--- src/rtl/italos_pkg.sv ---
// Shared constants and types for the iTalos arm pose path.
// PS/2 scan codes, pose widths and sequencer states.
package italos_pkg;

  localparam logic [7:0] SC_F     = 8'h2B;
  localparam logic [7:0] SC_Q     = 8'h15;
  localparam logic [7:0] SC_H     = 8'h33;
  localparam logic [7:0] SC_X     = 8'h22;
  localparam logic [7:0] SC_BREAK = 8'hF0;
  localparam logic [7:0] SC_EXT   = 8'hE0;

  localparam logic [3:0] W_F = 4'd4;
  localparam logic [3:0] W_Q = 4'd5;
  localparam logic [3:0] W_H = 4'd6;
  localparam logic [3:0] W_X = 4'd8;

  typedef enum logic [1:0] {
    IDLE,
    SLEW,
    HOLD
  } seq_state_t;

  typedef struct packed {
    logic       hit;
    logic [3:0] width;
  } pose_t;

  function automatic pose_t decode_pose(
    input logic [7:0] code
  );
    pose_t p;
    unique case (1'b1)
      (code == SC_F): p = '{1'b1, W_F};
      (code == SC_Q): p = '{1'b1, W_Q};
      (code == SC_H): p = '{1'b1, W_H};
      (code == SC_X): p = '{1'b1, W_X};
      default:        p = '{1'b0, 4'd0};
    endcase
    return p;
  endfunction

endpackage

--- src/rtl/pose_fifo.sv ---
// Small synchronous FIFO of pose widths.
// Count-based full/empty; a pop frees room for a same-cycle push.
module pose_fifo
  import italos_pkg::*;
#(
  parameter int DEPTH = 4,
  parameter int W     = 4
) (
  input  logic         Pixelclock,
  input  logic         reset,
  input  logic         push,
  input  logic [W-1:0] din,
  input  logic         pop,
  output logic [W-1:0] head,
  output logic         full,
  output logic         empty
);

  localparam int AW = $clog2(DEPTH);
  localparam logic [AW:0] FULL_CNT = (AW + 1)'(DEPTH);

  logic [W-1:0]  mem [DEPTH];
  logic [AW-1:0] wr_ptr;
  logic [AW-1:0] rd_ptr;
  logic [AW:0]   count;
  logic          do_push;
  logic          do_pop;

  assign empty   = (count == '0);
  assign full    = (count == FULL_CNT);
  assign do_pop  = pop & ~empty;
  assign do_push = push & (~full | do_pop);
  assign head    = mem[rd_ptr];

  always_ff @(posedge Pixelclock) begin
    if (do_push) mem[wr_ptr] <= din;
  end

  always_ff @(posedge Pixelclock or posedge reset) begin
    if (reset) begin
      wr_ptr <= '0;
      rd_ptr <= '0;
      count  <= '0;
    end else begin
      if (do_push) wr_ptr <= wr_ptr + 1'b1;
      if (do_pop)  rd_ptr <= rd_ptr + 1'b1;
      unique case ({do_push, do_pop})
        2'b10:   count <= count + 1'b1;
        2'b01:   count <= count - 1'b1;
        default: count <= count;
      endcase
    end
  end

endmodule

--- src/rtl/servo_pose_sequencer.sv ---
// Pose command scheduler for the single-servo iTalos arm.
// PS/2 keys queue poses; the servo slews one tick per PWM frame.
module servo_pose_sequencer
  import italos_pkg::*;
#(
  parameter int         DIV         = 6250,
  parameter int         FRAME_TICKS = 81,
  parameter int         QDEPTH      = 4,
  parameter int         HOLD_FRAMES = 25,
  parameter logic [3:0] W_RESET     = 4'd4
) (
  input  logic       Pixelclock,
  input  logic       reset,
  input  logic [7:0] key_code,
  input  logic       key_valid,
  output logic       Servo_PWM,
  output logic [3:0] cur_width,
  output logic       busy,
  output logic       q_full,
  output logic       q_overflow
);

  localparam int PW = $clog2(DIV);
  localparam int FW = $clog2(FRAME_TICKS);
  localparam int HW =
    (HOLD_FRAMES > 1) ? $clog2(HOLD_FRAMES) : 1;

  localparam logic [PW-1:0] PRE_LAST  = PW'(DIV - 1);
  localparam logic [FW-1:0] FR_LAST   = FW'(FRAME_TICKS - 1);
  localparam logic [HW-1:0] HOLD_LAST = HW'(HOLD_FRAMES - 1);

  logic [PW-1:0] presc;
  logic [FW-1:0] frame_cnt;
  logic          tick;
  logic          frame_end;

  assign tick      = (presc == PRE_LAST);
  assign frame_end = tick & (frame_cnt == FR_LAST);

  always_ff @(posedge Pixelclock or posedge reset) begin
    if (reset) begin
      presc     <= '0;
      frame_cnt <= '0;
      Servo_PWM <= 1'b0;
    end else begin
      presc     <= tick ? '0 : presc + 1'b1;
      Servo_PWM <= (frame_cnt < FW'(cur_width));
      if (tick)
        frame_cnt <= (frame_cnt == FR_LAST) ?
                     '0 : frame_cnt + 1'b1;
    end
  end

  pose_t      pose;
  logic       brk;
  logic       push;
  logic       pop;
  logic       q_empty;
  logic [3:0] q_head;
  seq_state_t state;

  assign pose = decode_pose(key_code);
  assign push = key_valid & ~brk & pose.hit;
  assign pop  = frame_end & (state == IDLE) & ~q_empty;

  // A break prefix swallows exactly the next byte, whatever it is.
  always_ff @(posedge Pixelclock or posedge reset) begin
    if (reset) begin
      brk        <= 1'b0;
      q_overflow <= 1'b0;
    end else begin
      if (key_valid) begin
        if (key_code == SC_BREAK) brk <= 1'b1;
        else if (brk)             brk <= 1'b0;
      end
      if (push & q_full & ~pop) q_overflow <= 1'b1;
    end
  end

  pose_fifo #(
    .DEPTH (QDEPTH),
    .W     (4)
  ) u_fifo (
    .Pixelclock (Pixelclock),
    .reset      (reset),
    .push       (push),
    .din        (pose.width),
    .pop        (pop),
    .head       (q_head),
    .full       (q_full),
    .empty      (q_empty)
  );

  logic [3:0]    target;
  logic [3:0]    next_w;
  logic [HW-1:0] hold_cnt;

  assign next_w = (cur_width < target) ?
                  cur_width + 4'd1 : cur_width - 4'd1;

  always_ff @(posedge Pixelclock or posedge reset) begin
    if (reset) begin
      state     <= IDLE;
      busy      <= 1'b0;
      cur_width <= W_RESET;
      target    <= W_RESET;
      hold_cnt  <= '0;
    end else if (frame_end) begin
      unique case (state)
        IDLE: begin
          if (!q_empty) begin
            target   <= q_head;
            hold_cnt <= '0;
            busy     <= 1'b1;
            state    <= (q_head == cur_width) ? HOLD : SLEW;
          end
        end
        SLEW: begin
          cur_width <= next_w;
          if (next_w == target) begin
            state    <= HOLD;
            hold_cnt <= '0;
          end
        end
        HOLD: begin
          if (hold_cnt == HOLD_LAST) begin
            state <= IDLE;
            busy  <= 1'b0;
          end else begin
            hold_cnt <= hold_cnt + 1'b1;
          end
        end
        default: begin
          state <= IDLE;
          busy  <= 1'b0;
        end
      endcase
    end
  end

endmodule

--- config.mk ---
export PLATFORM = sky130hd
export DESIGN_NAME = servo_pose_sequencer
export DESIGN_NICKNAME = d
export VERILOG_FILES = /design/src/rtl/italos_pkg.sv /design/src/rtl/pose_fifo.sv /design/src/rtl/servo_pose_sequencer.sv
export SDC_FILE = /design/constraint.sdc
export NUM_CORES = 1
export LEC_CHECK = 0
export CAP_MARGIN = 20
export CORE_MARGIN = 2
export CORE_UTILIZATION = 55
export CTS_BUF_LIST = sky130_fd_sc_hd__clkbuf_8
export DETAILED_ROUTE_END_ITERATION = 7
export GPL_TIMING_DRIVEN = 0
export PLACE_DENSITY = 0.78
export SLEW_MARGIN = 5
export SYNTH_ARGS = -nofsm -noshare
export SYNTH_HDL_FRONTEND = slang
export SYNTH_SLANG_ARGS = --single-unit
--- constraint.sdc ---
create_clock -name Pixelclock -period 2.9 [get_ports Pixelclock]
set_input_delay 0.58 -clock Pixelclock [delete_from_list [all_inputs] [get_ports Pixelclock]]
set_output_delay 0.58 -clock Pixelclock [all_outputs]
set_load 0.05 [all_outputs]
==> summary.txt, run 1 <==
Global routing
  • First-pass GRT wire length: 10.0 mm
  • Largest net degree at the start of global routing: 38
  • Gr usage total: 20.1%
  • Total congestion overflow: 0
  • Vias in the first global route: 2239
  • Initial antenna violation count: 0

Drt
  • Drc violations: 0
  • Drt first pass iters: 4
  • Via-per-instance ratio: 5.51
  • WL/cell: 13.9 um
  • Detailed router's first-iteration violation count: 182
  • Final ANT Viol Nets: 0
  • DRT Wirelength: 5.90 mm
  • Vias: 2335

STA
  • Slew margin rel.: 58.8%
  • Setup Viol. Count Final: 1
  • Worst slew pin tran: 0.609 ns
  • Setup Skew: 0.0107 ns
  • PnR worst setup slack: -0.0477 ns
  • Final Cycle Share: 102%
  • RSZ-0062 raised after global routing: true
  • Setup TNS: -0.0477 ns
  • Final hold vios: 0
  • Fin crit period: 2.95 ns
  • Pins Over Slew Limit: 0
  • Fmax: 339 MHz

Run
  • Number of max-cap violations: 0

Finish
  • Area occupied by multi-input gates: 0.00162 mm^2
  • Fillers: 450
  • FF/Latch Area: 0.00164 mm^2
  • Final instance area: 0.00392 mm^2
  • Share of cells above drive strength 1: 16.9%
  • # nets final: 377
  • Layout area overhead: 18.2%
  • Antenna diodes: 0

Power and ir drop
  • PD cells: 428 mW/mm^2
  • Maximum VDD drop: 281 uV
  • Static Leak: 1.61 nW

Logic synthesis
  • Top cells by instance count after synthesis: dfrtp_1, nand2_1, inv_1
  • Synth top area share: 33.2%
  • Area leader, netlist: dfrtp_1
  • Synthesized area: 0.00332 mm^2
  • Syn Inst Count: 304
  • EDFF count, synth: 16
  • Synth warnings: 0
  • Syn_area_per_cell: 10.9 um^2
  • #FFs+latches synth: 62
  • Post-synth cell types: 52
  • Most common cell in the netlist: dfrtp_1
  • Leading post-synthesis cells by cell area: dfrtp_1, edfxtp_1, ha_1, xnor2_1, xor2_1
  • Seq/Total Area, Yosys: 49.3%
  • Net count after synthesis: 337
  • Most used flip-flop cell after synthesis: dfrtp_1
  • Post-synth ARST share: 74.2%

Worst setup path
  • CP Class: reg2reg
  • Slowest stage delay, CP: 0.56 ns
  • Startpoint type of the worst setup path: register
  • CP arrival: 3.17 ns
  • Worst r2r src: presc[4]$_DFF_PP0_
  • CP required: 3.12 ns
  • Slowest cell on crit path: or4b_4
  • Critical Path Start: presc[4]$_DFF_PP0_
  • Worst-path fanout max: 5
  • CP Cell Sequence: or4b_4 -> nor4_4 -> nand2_2 -> o31a_1 -> and2b_2 -> inv_2 -> ha_4 -> inv_2 -> fa_2 -> xor2_1 -> nor2_1 -> xor2_1
  • Crit end category: register

Place
  • Final HPWL DP: 4.19 mm
  • Placer Congestion: 0.834
  • Port bufs: 18
  • Post-placement cell area: 0.00362 mm^2

Floorplanning
  • Die W: 81.7 um
  • Rows: 28
  • Die area: 0.00667 mm^2
  • Initial Util: 56.4%
  • Boundary Pins: 19
  • Floorplan die height: 81.7 um
  • Core ar.: 0.00589 mm^2

CTS
  • Clock Tree Buf Depth: 2
  • CTS tree: yes
  • Worst-path clk slew: 0.06 ns
  • Worst-skew pair later-pin latency: 0.34 ns
  • CTS Root Cell: clkbuf_8
  • Clk sinks: 62
  • CTS H-tree lvls: 3
  • Hold-fix buffers, CTS: 0
  • CTS Buf Count: 9

Outcome
  • Status: finished, violations left
  • Failing checks: setup timing

Worst hold path
  • Hold crit path type: reg2reg
  • Worst hold start: q_overflow$_DFFE_PP0P_
==> flip-flops by register name (all words and copies together) (netlist names) <==
| register | cells |
|---|---|
| hold_cnt | 5 |
| cur_width | 4 |
| Servo_PWM | 1 |
| frame_cnt | 7 |
| u_fifo.mem | 16 |
| busy | 1 |
| u_fifo.rd_ptr | 2 |
| presc | 13 |
| u_fifo.count | 3 |
| q_overflow | 1 |
| state | 2 |
| brk | 1 |
| u_fifo.wr_ptr | 2 |
| target | 4 |
==> final cells by class <==
cell class                 instances  area share [%]
buffer                             7           0.670
tap                               75            2.39
clock buffer                      11            3.86
multi-input combinational        210            41.4
sequential                        62            41.8
inverter                          25            2.39
clock inverter                     5           0.511
timing repair buffer              29            7.02
==> layer usage <==
metal	vias to the layer above	routed length, um	global-route usage (%)	share of wire [%]
met5	-	0	0	0
met4	0	119	8.17	2.0
met3	11	308	6.81	5.2
met2	66	2760	30.4	47
met1	1104	2710	26.7	46
li1	1154	-	-	-
==> placed cells by master (no fill, tap or decap), types with 7 or more instances in the layout <==
master	count
xor2_1	11
nand2_1	27
o21ai_0	16
ha_1	19
edfxtp_1	16
inv_1	24
clkbuf_1	7
xnor2_1	18
a21oi_1	8
nor2_1	22
buf_4	10
nand3_1	10
nand4_1	8
clkbuf_8	11
clkdlybuf4s50_1	18
dfrtp_1	41
==> where the power goes <==
group	total, mW	switching, mW	leakage [nW]	internal (mW)
combinational	0.0984	0.0552	0.764	0.0432
clock	0.655	0.313	0.104	0.343
sequential	0.923	0.0141	0.737	0.909
==> critical path: cells and delay by family (launching register included) <==
kind	cells	cell delay, ns
simple gates	5	1.42
flops	1	0.41
fa+ha+maj	2	0.33
compound gates	1	0.29
xor+xnor	2	0.28
buf+inv	2	0.10
==> metrics by stage <==
step / std cells / worst slack [ns] / utilization [%] / power, mW / hold WS [ns]
6_report: 424 / -0.0477 / 66.6 / 1.68 / 0.469
5_1_grt: 424 / -0.189 / 66.6 / 1.76 / 0.480
4_1_cts: 420 / -0.0622 / 65.8 / 1.69 / 0.470
3_5_place_dp: 398 / -0.389 / 61.6 / 1.04 / 0.450
3_3_place_gp: 397 / -0.348 / 61.2 / 1.03 / 0.450
2_1_floorplan: 304 / 0.00169 / - / 0.998 / 0.456
==> timing repair <==
item | 4_1_cts | 5_1_grt
gates resized for setup | 9 | 9
setup buffers | 6 | 4
pin swaps | 11 | 11
setup endpoints to repair | 8 | 8
==> cell families (layout without fill, tap and decap cells) <==
logic type                 Yosys count  in the layout  share of synthesized area, %
adders and majority gates           22             22                          8.75
AOI/OAI and AO/OA                   51             51                          9.96
buffers and inverters               32             77                          3.62
DFF                                 62             62                          49.3
muxes                                8              8                          4.11
and+or+nand+nor                     98             98                          15.7
xor gates and xnor gates            31             31                          8.60
==> final timing paths <==
kind | endpoint | slack [ns] | cells past startpoint
worst max-delay path | u_fifo.count[2]$_DFFE_PP0P_ | -0.05 | 12
worst min-delay path | q_overflow$_DFFE_PP0P_ | 0.47 | 1
worst max register to register | u_fifo.count[2]$_DFFE_PP0P_ | -0.05 | 12
worst min register to register | q_overflow$_DFFE_PP0P_ | 0.47 | 1
max in group asynchronous | target[2]$_DFFE_PP1P_ | 1.90 | 3
min in group asynchronous | presc[4]$_DFF_PP0_ | 0.48 | 2
(Power assumes the default switching activity.)
==> run 2: changes to the inputs <==
--- a/config.mk
+++ b/config.mk
@@ -10,7 +10,7 @@
 export CORE_UTILIZATION = 55
 export CTS_BUF_LIST = sky130_fd_sc_hd__clkbuf_8
 export DETAILED_ROUTE_END_ITERATION = 7
-export GPL_TIMING_DRIVEN = 0
+export GPL_ROUTABILITY_DRIVEN = 0
 export PLACE_DENSITY = 0.78
 export SLEW_MARGIN = 5
 export SYNTH_ARGS = -nofsm -noshare
==> summary.txt, run 2 (synthesis results as in run 1) <==
Outcome
  • Status: complete, no violations

Global routing
  • Vias in the first global route: 2346 (+4.8%)
  • Gr usage total: 21.3% (+1.2 points)
  • Largest net degree at the start of global routing: 21 (-45%)
  • Total congestion overflow: 0 (unchanged)
  • Initial antenna violation count: 0 (unchanged)
  • First-pass GRT wire length: 10.5 mm (+5.0%)

CTS
  • CTS H-tree lvls: 3 (unchanged)
  • Hold-fix buffers, CTS: 0 (unchanged)
  • Worst-skew pair later-pin latency: 0.34 ns (about the same)
  • Clk sinks: 62 (unchanged)
  • Worst-path clk slew: 0.07 ns (about the same)
  • Clock Tree Buf Depth: 2 (unchanged)
  • CTS tree: yes
  • CTS Root Cell: clkbuf_8
  • CTS Buf Count: 9 (unchanged)

STA
  • Setup Skew: 0.0109 ns (+0.000250 ns)
  • Setup Viol. Count Final: 0 (-1)
  • Final Cycle Share: 98.1% (-3.5 points)
  • Final hold vios: 0 (unchanged)
  • RSZ-0062 raised after global routing: true
  • Slew margin rel.: 49.9% (-9.0 points)
  • PnR worst setup slack: 0.0543 ns (+0.102 ns)
  • Fmax: 351 MHz (+3.6%)
  • Pins Over Slew Limit: 0 (unchanged)
  • Worst slew pin tran: 0.742 ns (+0.132 ns)
  • Fin Hold WS: 0.483 ns (+0.0141 ns)
  • Fin crit period: 2.85 ns (-0.102 ns)

Floorplanning
  • Die W: 81.7 um (unchanged)
  • Die area: 0.00667 mm^2 (unchanged)
  • Boundary Pins: 19 (unchanged)
  • Initial Util: 56.4% (unchanged)
  • Core ar.: 0.00589 mm^2 (unchanged)
  • Rows: 28 (unchanged)
  • Floorplan die height: 81.7 um (unchanged)

Worst setup path
  • Worst r2r src: presc[2]$_DFF_PP0_
  • Crit path buf inv count: 2 (unchanged)
  • Reg2Reg Depth: 12 (unchanged)
  • R2r setup slk: 0.05 ns (+0.10 ns)
  • Crit end category: register
  • CP required: 3.12 ns (about the same)
  • Cell family with most CP delay: simple AND/OR/NAND/NOR gates
  • CP Cell Sequence: or4b_4 -> nor4_4 -> nand2_2 -> o31a_1 -> and2b_2 -> inv_2 -> ha_4 -> inv_2 -> fa_2 -> xor2_1 -> nor2_1 -> xor2_1
  • Slowest stage delay, CP: 0.55 ns (about the same)
  • WP depth: 12 (unchanged)
  • Startpoint type of the worst setup path: register
  • Slowest cell on crit path: or4b_4
  • Critical Path Start: presc[2]$_DFF_PP0_
  • Reg2Reg Capture Point: u_fifo.count[2]$_DFFE_PP0P_
  • CP Class: reg2reg
  • CP arrival: 3.07 ns (-0.10 ns)
  • Worst-path fanout max: 3 (-2)
  • Crit path capture: u_fifo.count[2]$_DFFE_PP0P_

Finish
  • Registers with the most flip-flops: u_fifo.mem (16), presc (13), frame_cnt (7)
  • # nets final: 387 (+2.7%)
  • Top reg by flops: u_fifo.mem
  • Share of cells above drive strength 1: 18.9% (+2.0 points)
  • Final Non-Filler Cells: 434 (+2.4%)
  • Antenna diodes: 0 (unchanged)
  • Layout area overhead: 20.0%
  • Max reg flops: 16 (unchanged)
  • Core Util, Final: 67.6% (+1.0 points)
  • Most used cells in the layout excluding fill and tap cells: dfrtp_1, buf_4, nand2_1
  • Most common cell after layout, fill and taps aside: dfrtp_1

Drt
  • Drc violations: 0 (unchanged)
  • Via-per-instance ratio: 5.56 (+0.96%)
  • Detailed router's first-iteration violation count: 149 (-18%)
  • DRT Wirelength: 6.34 mm (+7.4%)
  • Vias: 2413 (+3.3%)
  • Drt first pass iters: 4 (unchanged)
  • Final ANT Viol Nets: 0 (unchanged)
  • WL/cell: 14.6 um (+4.9%)

Place
  • Final HPWL DP: 4.62 mm (+10%)
  • Placed cells: 413 (+3.8%)
  • Port bufs: 18 (unchanged)
  • Pre-CTS WS: -0.151 ns (+0.238 ns)

Run
  • Number of max-cap violations: 0 (unchanged)

Power and ir drop
  • PD cells: 414 mW/mm^2 (-3.1%)
  • Tot Pwr: 1.65 mW (-1.6%)
  • Maximum VDD drop: 264 uV (-6.2%)
  • Static Leak: 1.66 nW (+3.4%)

Worst hold path
  • Hold crit path type: reg2reg
-- run 2: cell count changes in the layout (fill, tap and decap cells not counted), moves of 2 or more --
cell / delta
and2_1: +3
buf_4: +18
clkbuf_1: -7
clkbuf_8: -2
and2_2: -3
clkinv_2: +2
inv_2: -2
-- run 2: final cells by class --
| type | count | area (um^2) |
|---|---|---|
| clock inverter | 7 | 33.8 |
| timing repair buffer | 46 | 390 |
| sequential | 62 | 1640 |
| fill | 443 | 1900 |
| clock buffer | 9 | 124 |
| multi-input combinational | 210 | 1610 |
| tap | 75 | 93.8 |
| inverter | 25 | 93.8 |
-- run 2: per-layer routing --
layer  GRT usage [%]  part of all wire [%]
met1            25.7                    44
met2            35.9                    50
met3            3.74                   2.9
met4            12.3                   2.9
met5               0                     0
-- run 2: how the worst min path moves through the flow --
| stage | cells after the start | startpoint | endpoint | slack, ns |
|---|---|---|---|---|
| 2_1_floorplan | 1 | u_fifo.count[2]$_DFFE_PP0P_ | u_fifo.count[2]$_DFFE_PP0P_ | 0.46 |
| 3_3_place_gp | 1 | q_overflow$_DFFE_PP0P_ | q_overflow$_DFFE_PP0P_ | 0.45 |
| 3_5_place_dp | 1 | q_overflow$_DFFE_PP0P_ | q_overflow$_DFFE_PP0P_ | 0.46 |
| 4_1_cts | 1 | q_overflow$_DFFE_PP0P_ | q_overflow$_DFFE_PP0P_ | 0.49 |
| 5_1_grt | 1 | q_overflow$_DFFE_PP0P_ | q_overflow$_DFFE_PP0P_ | 0.51 |
| 6_report | 1 | q_overflow$_DFFE_PP0P_ | q_overflow$_DFFE_PP0P_ | 0.48 |
-- run 2: power by group --
group          internal [mW]  leakage, nW  switching [mW]
clock                  0.296       0.0888           0.331
combinational         0.0428        0.834          0.0571
sequential             0.909        0.737          0.0144
total                   1.25         1.66           0.402
-- run 2: timing repair --
action | in CTS | in global routing
resized for setup | 4 | 5
pin swaps | 9 | 7
hold endpoints to repair | 0 | 0
buffers inserted | 3 | 2
endpoints found under the setup margin | 3 | 8
-- run 2: metrics by stage --
step,setup TNS (ns),cell area (um^2)
finish,0,3980
global route,-0.106,3980
CTS,-0.00317,3940
detailed placement,-0.325,3750
global placement,-0.00488,3750
floorplan,0,3330
==> run 3: changes to the inputs <==
--- a/config.mk
+++ b/config.mk
@@ -12,6 +12,7 @@
 export DETAILED_ROUTE_END_ITERATION = 7
 export GPL_ROUTABILITY_DRIVEN = 0
 export PLACE_DENSITY = 0.78
+export SKIP_LAST_GASP = 1
 export SLEW_MARGIN = 5
 export SYNTH_ARGS = -nofsm -noshare
 export SYNTH_HDL_FRONTEND = slang
==> results of run 3 <==
No change in the layout: final DEF, timing and power equal those of run 2.
==> RTL edit 1 (settings of run 3) <==
Compare `frame_cnt` against `FR_LAST` with >= in place of ==.
--- a/src/rtl/servo_pose_sequencer.sv
+++ b/src/rtl/servo_pose_sequencer.sv
@@ -37,3 +37,3 @@
   assign tick      = (presc == PRE_LAST);
-  assign frame_end = tick & (frame_cnt == FR_LAST);
+  assign frame_end = tick & (frame_cnt >= FR_LAST);
 
Formal check against the unedited RTL: no difference found for any inputs over 10 cycles, from zero or initial values and one cycle with reset high; that may be too few to reach the edited logic, so the function may still have changed.
==> RTL edit 1 against run 3 <==
Power grew 1.2%; sequential cell count is the same; critical endpoint is now state[1]; global-route usage grew 0.43 points; worst setup slack lost 0.011 ns; area after synthesis grew 1.7%; synthesized cell count grew 1.3%; final area grew 2.0%; core utilization grew 0.93 points; critical path depth shrank 1; wire length grew 3.1%; highest routed layer unchanged; largest power group unchanged.
==> RTL edit 1: results (changes against run 3) <==
GRT_USE_MET2_PCT=36.61  # +0.71 points
LEAKAGE_nW=1.708  # +2.9%
MULTIINPUTCOMBCELLCOUNT=213  # +1.4%
POSTSYNTHAREAPERCELL_UM2=10.95  # +0.34%
CLKCELLAREAFRAC_PCT=4.006  # +0.046 points
GRT_FIRST_PASS_WIRELENGTH_MM=10.87  # +3.5%
CRITPATHARRIVALTIME_NS=3.14  # +0.07 ns
REGISTER_AREA_SHARE_AFTER_SYNTHESIS_PCT=48.46  # -0.80 points
SYNTH.NET_COUNT=341  # +1.2%
SYNTH_LARGEST_TYPE_AREA_FRACTION_PCT=32.65  # -0.54 points
DRT-VIAS-PER-INSTANCE=5.564  # about the same
M1WIRELENGTH_MM=3.011  # +7.8%
HPWLAFTERDP_MM=4.550  # -1.5%
SYNTH.TOP_CELLS.BY_COUNT='dfrtp_1 (44), inv_1 (27), nand2_1 (22)'
SYNTHMUXAREASHARE_PCT=5.677  # +1.6 points
CRITICAL_PATH.MAX_FANOUT=7  # +4
DETAILEDPLACE.WORSTSLACK_NS=-0.1737  # -0.02297 ns
FIRST_ITER_VIOLATIONS=115  # -23%
TIMING.CLOCK.SKEW_NS=0.01158  # +0.0006320 ns
FINAL.SIGNAL_BUFFER_COUNT=43  # -6.5%
CLOCK_BUFFER_COUNT=10  # +1
SYNTH_COMPOUND_GATE_AREA_SHARE_PCT=8.942  # -1.0 points
SWITCHING_POWER_SUMMED_OVER_ALL_NETS_W=0.0003916  # -2.7%
DR_WL_MET3_UM=197  # +7.1%
PLACED_CELLS_INCL_TAPS=418  # +1.2%
SYNTHTOPCELLSBYAREA='dfrtp_1 (33%), edfxtp_1 (14%), ha_1 (7.4%)'
R2R_WORST_PATH_DEPTH=11  # -1
POWERSEQ_W=0.000925  # about the same
LAYOUT.BUFFER.NONCLOCK.AREA_SHARE_PCT=9.060  # -0.75 points
YS.WARNINGS.COUNT=0  # unchanged
CTS_SETUP_BUFFERS=1  # -2
CRITPATHSLOWESTCELL='dfstp_2'
GRT_MAX_DEGREE=27  # +29%
FMAX_MHz=350.1  # -0.37%
NETS=389  # +0.52%
STATUS='completed'
WORST_SLEW_PIN_SLEW_NS=0.5645  # -0.1770 ns
SHARE_OF_LAYOUT_CELLS_ABOVE_DRIVE_STRENGTH_1_PCT=21.05  # +2.1 points
SYNTH-ADDER-AREA-SHARE_PCT=8.609  # -0.14 points
SYNTHXORXNORAREAFRAC_PCT=7.421  # -1.2 points
CTS.HTREE.LEVELS=3  # unchanged
WORST_SUPPLY_VOLTAGE_DROP_ON_VDD_mV=0.4058  # +54%
-- RTL edit 1: cell types whose count changed after synthesis, sizes merged, moves of 3 or more --
cell / delta
nor2b: +3
clkbuf: -3
xor2: -3
a31oi: +5
o21ai: +4
nand3: +7
nand2: -6
mux2: +4
and4b: +3
nor3: -4
nor2: -3
-- RTL edit 1: final timing paths --
check / startpoint / endpoint
setup / recovery: target[2] / state[1]
hold / removal: q_overflow / q_overflow
setup reg to reg: target[2] / state[1]
hold reg to reg: q_overflow / q_overflow
max in group asynchronous: reset / presc[8]
min in group asynchronous: reset / u_fifo.wr_ptr[0]
-- RTL edit 1: per-stage QoR --
step	TNS, ns	cell area, um2	hold WS, ns
2_1_floorplan	0	3379	0.4570
3_3_place_gp	-0.3341	3795	0.4572
3_5_place_dp	-1.032	3795	0.4536
4_1_cts	0	3986	0.4744
5_1_grt	-0.01519	4060	0.5020
6_report	0	4060	0.4732
==> RTL edit 2 (config.mk and constraints of run 3) <==
Without the edit above. `DIV`: 6250 -> 25000.
--- a/src/rtl/servo_pose_sequencer.sv
+++ b/src/rtl/servo_pose_sequencer.sv
@@ -5,3 +5,3 @@
 #(
-  parameter int         DIV         = 6250,
+  parameter int         DIV         = 25000,
   parameter int         FRAME_TICKS = 81,
Behaviour: same outputs for any inputs over 10 cycles, from zero or initial values and one cycle with reset high; that may be too few to reach the edited logic, so the function may still have changed.
==> RTL edit 2 against run 3 <==
The flow now finishes with violations (setup timing); critical path type unchanged; synthesized cell count increased by 6.3%; final area increased by 11%; power increased by 11%; sequential cell count increased by 2; wire length increased by 15%; worst setup slack got worse by 0.24 ns; area after synthesis increased by 4.0%.
==> RTL edit 2: results (changes against run 3) <==
STATUS='complete, but fails checks'
FAILING_CHECKS='setup timing'
PLACEDINSTANCEAREA_MM2=0.003984  # +6.2%
NETS=414  # +7.0%
SYNTHTOPCELLSBYAREA='dfrtp_1 (33%), edfxtp_1 (14%), ha_1 (6.9%)'
FIRST_GLOBAL_VIAS=2689  # +15%
TIMING.CLOCK.SKEW_NS=0.01146  # +0.0005141 ns
SETUP_VIOLATIONS=8  # +8
TIMING.HOLD.WS_NS=0.4774  # -0.005803 ns
R2R_WORST_PATH_DEPTH=13  # +1
CRIT_START='cur_width[1]'
PLACED_CELLS_INCL_TAPS=440  # +6.5%
GRT_FIRST_PASS_WIRELENGTH_MM=12.50  # +19%
HOLD_END='presc[0]'
MIN-DELAY-START='presc[0]'
WORST_SETUP_PATH_ENDPOINT='hold_cnt[0]'
VIAS=2597  # +7.6%
LAYOUT_TOP_REGISTERS='u_fifo.mem (16), presc (15), frame_cnt (7)'
SHARE_OF_LAYOUT_CELLS_ABOVE_DRIVE_STRENGTH_1_PCT=25.84  # +6.9 points
GR-USAGE-ALL-LAYERS_PCT=22.44  # +1.2 points
POST-ROUTE-WORST-SETUP-SLACK_NS=-0.1873  # -0.2416 ns
SYNTH-ASYNC-RESET-RATIO_PCT=75.00  # +0.81 points
TIMING.SETUP.TNS_NS=-1.017  # -1.017 ns
FIRST_ITER_VIOLATIONS=82  # -45%
WORST_SLEW_PIN_SLEW_NS=0.5995  # -0.1421 ns
CRITICAL_PATH.MAX_FANOUT=4  # +1
CRITPATHARRIVALTIME_NS=3.31  # +0.24 ns
RTL edit 2: cell types whose count changed in the layout (fill, tap and decap cells not counted), moves of 4 or more:
cell     change
a21oi_1      -4
buf_6        +4
ha_1         -4
inv_1        -6
nand2_1      +9
nor2_1       -5
nor2b_1      +4
RTL edit 2: what timing repair did:
item / 4_1_cts / 5_1_grt
pin swaps: 10 / 13
gates resized for setup: 14 / 19
setup endpoints to repair: 7 / 9
gates cloned: 0 / 0
hold buffers: 0 / 0
buffers inserted: 3 / 4
RTL edit 2: layout make-up:
class / count / area [um2]
fillers: 402 / 1579
clock inverters: 6 / 58.81
well taps: 75 / 93.84
clock buffers: 10 / 137.6
flip-flops and latches: 64 / 1688
inverters: 23 / 86.33
repair buffers: 51 / 442.9
multi-input cells: 233 / 1904
RTL edit 2: report_power, final:
group,switching [W],leakage (nW),internal [W]
Sequential,0.0000140,0.786,0.000936
Clock,0.000347,0.0957,0.000414
Combinational,0.0000664,0.941,0.0000509
RTL edit 2: kinds of logic (layout without fill, tap and decap cells):
logic type      count (synthesis)  after routing  synth area share (%)
buf+inv                        26             90                 2.830
mux                             7              7                 3.556
flops                          64             64                 48.84
compound gates                 48             48                 9.253
simple gates                  127            127                 19.85
fa+ha+maj                      21             21                 8.055
xor+xnor                       30             30                 7.620
RTL edit 2: per-layer routing:
metal	up-vias	track usage, %	part of all wire [%]
met5	-	0	0
met4	0	6.706	1.4
met3	11	5.666	3.0
met2	35	38.05	52
met1	1285	28.49	44
li1	1266	-	-
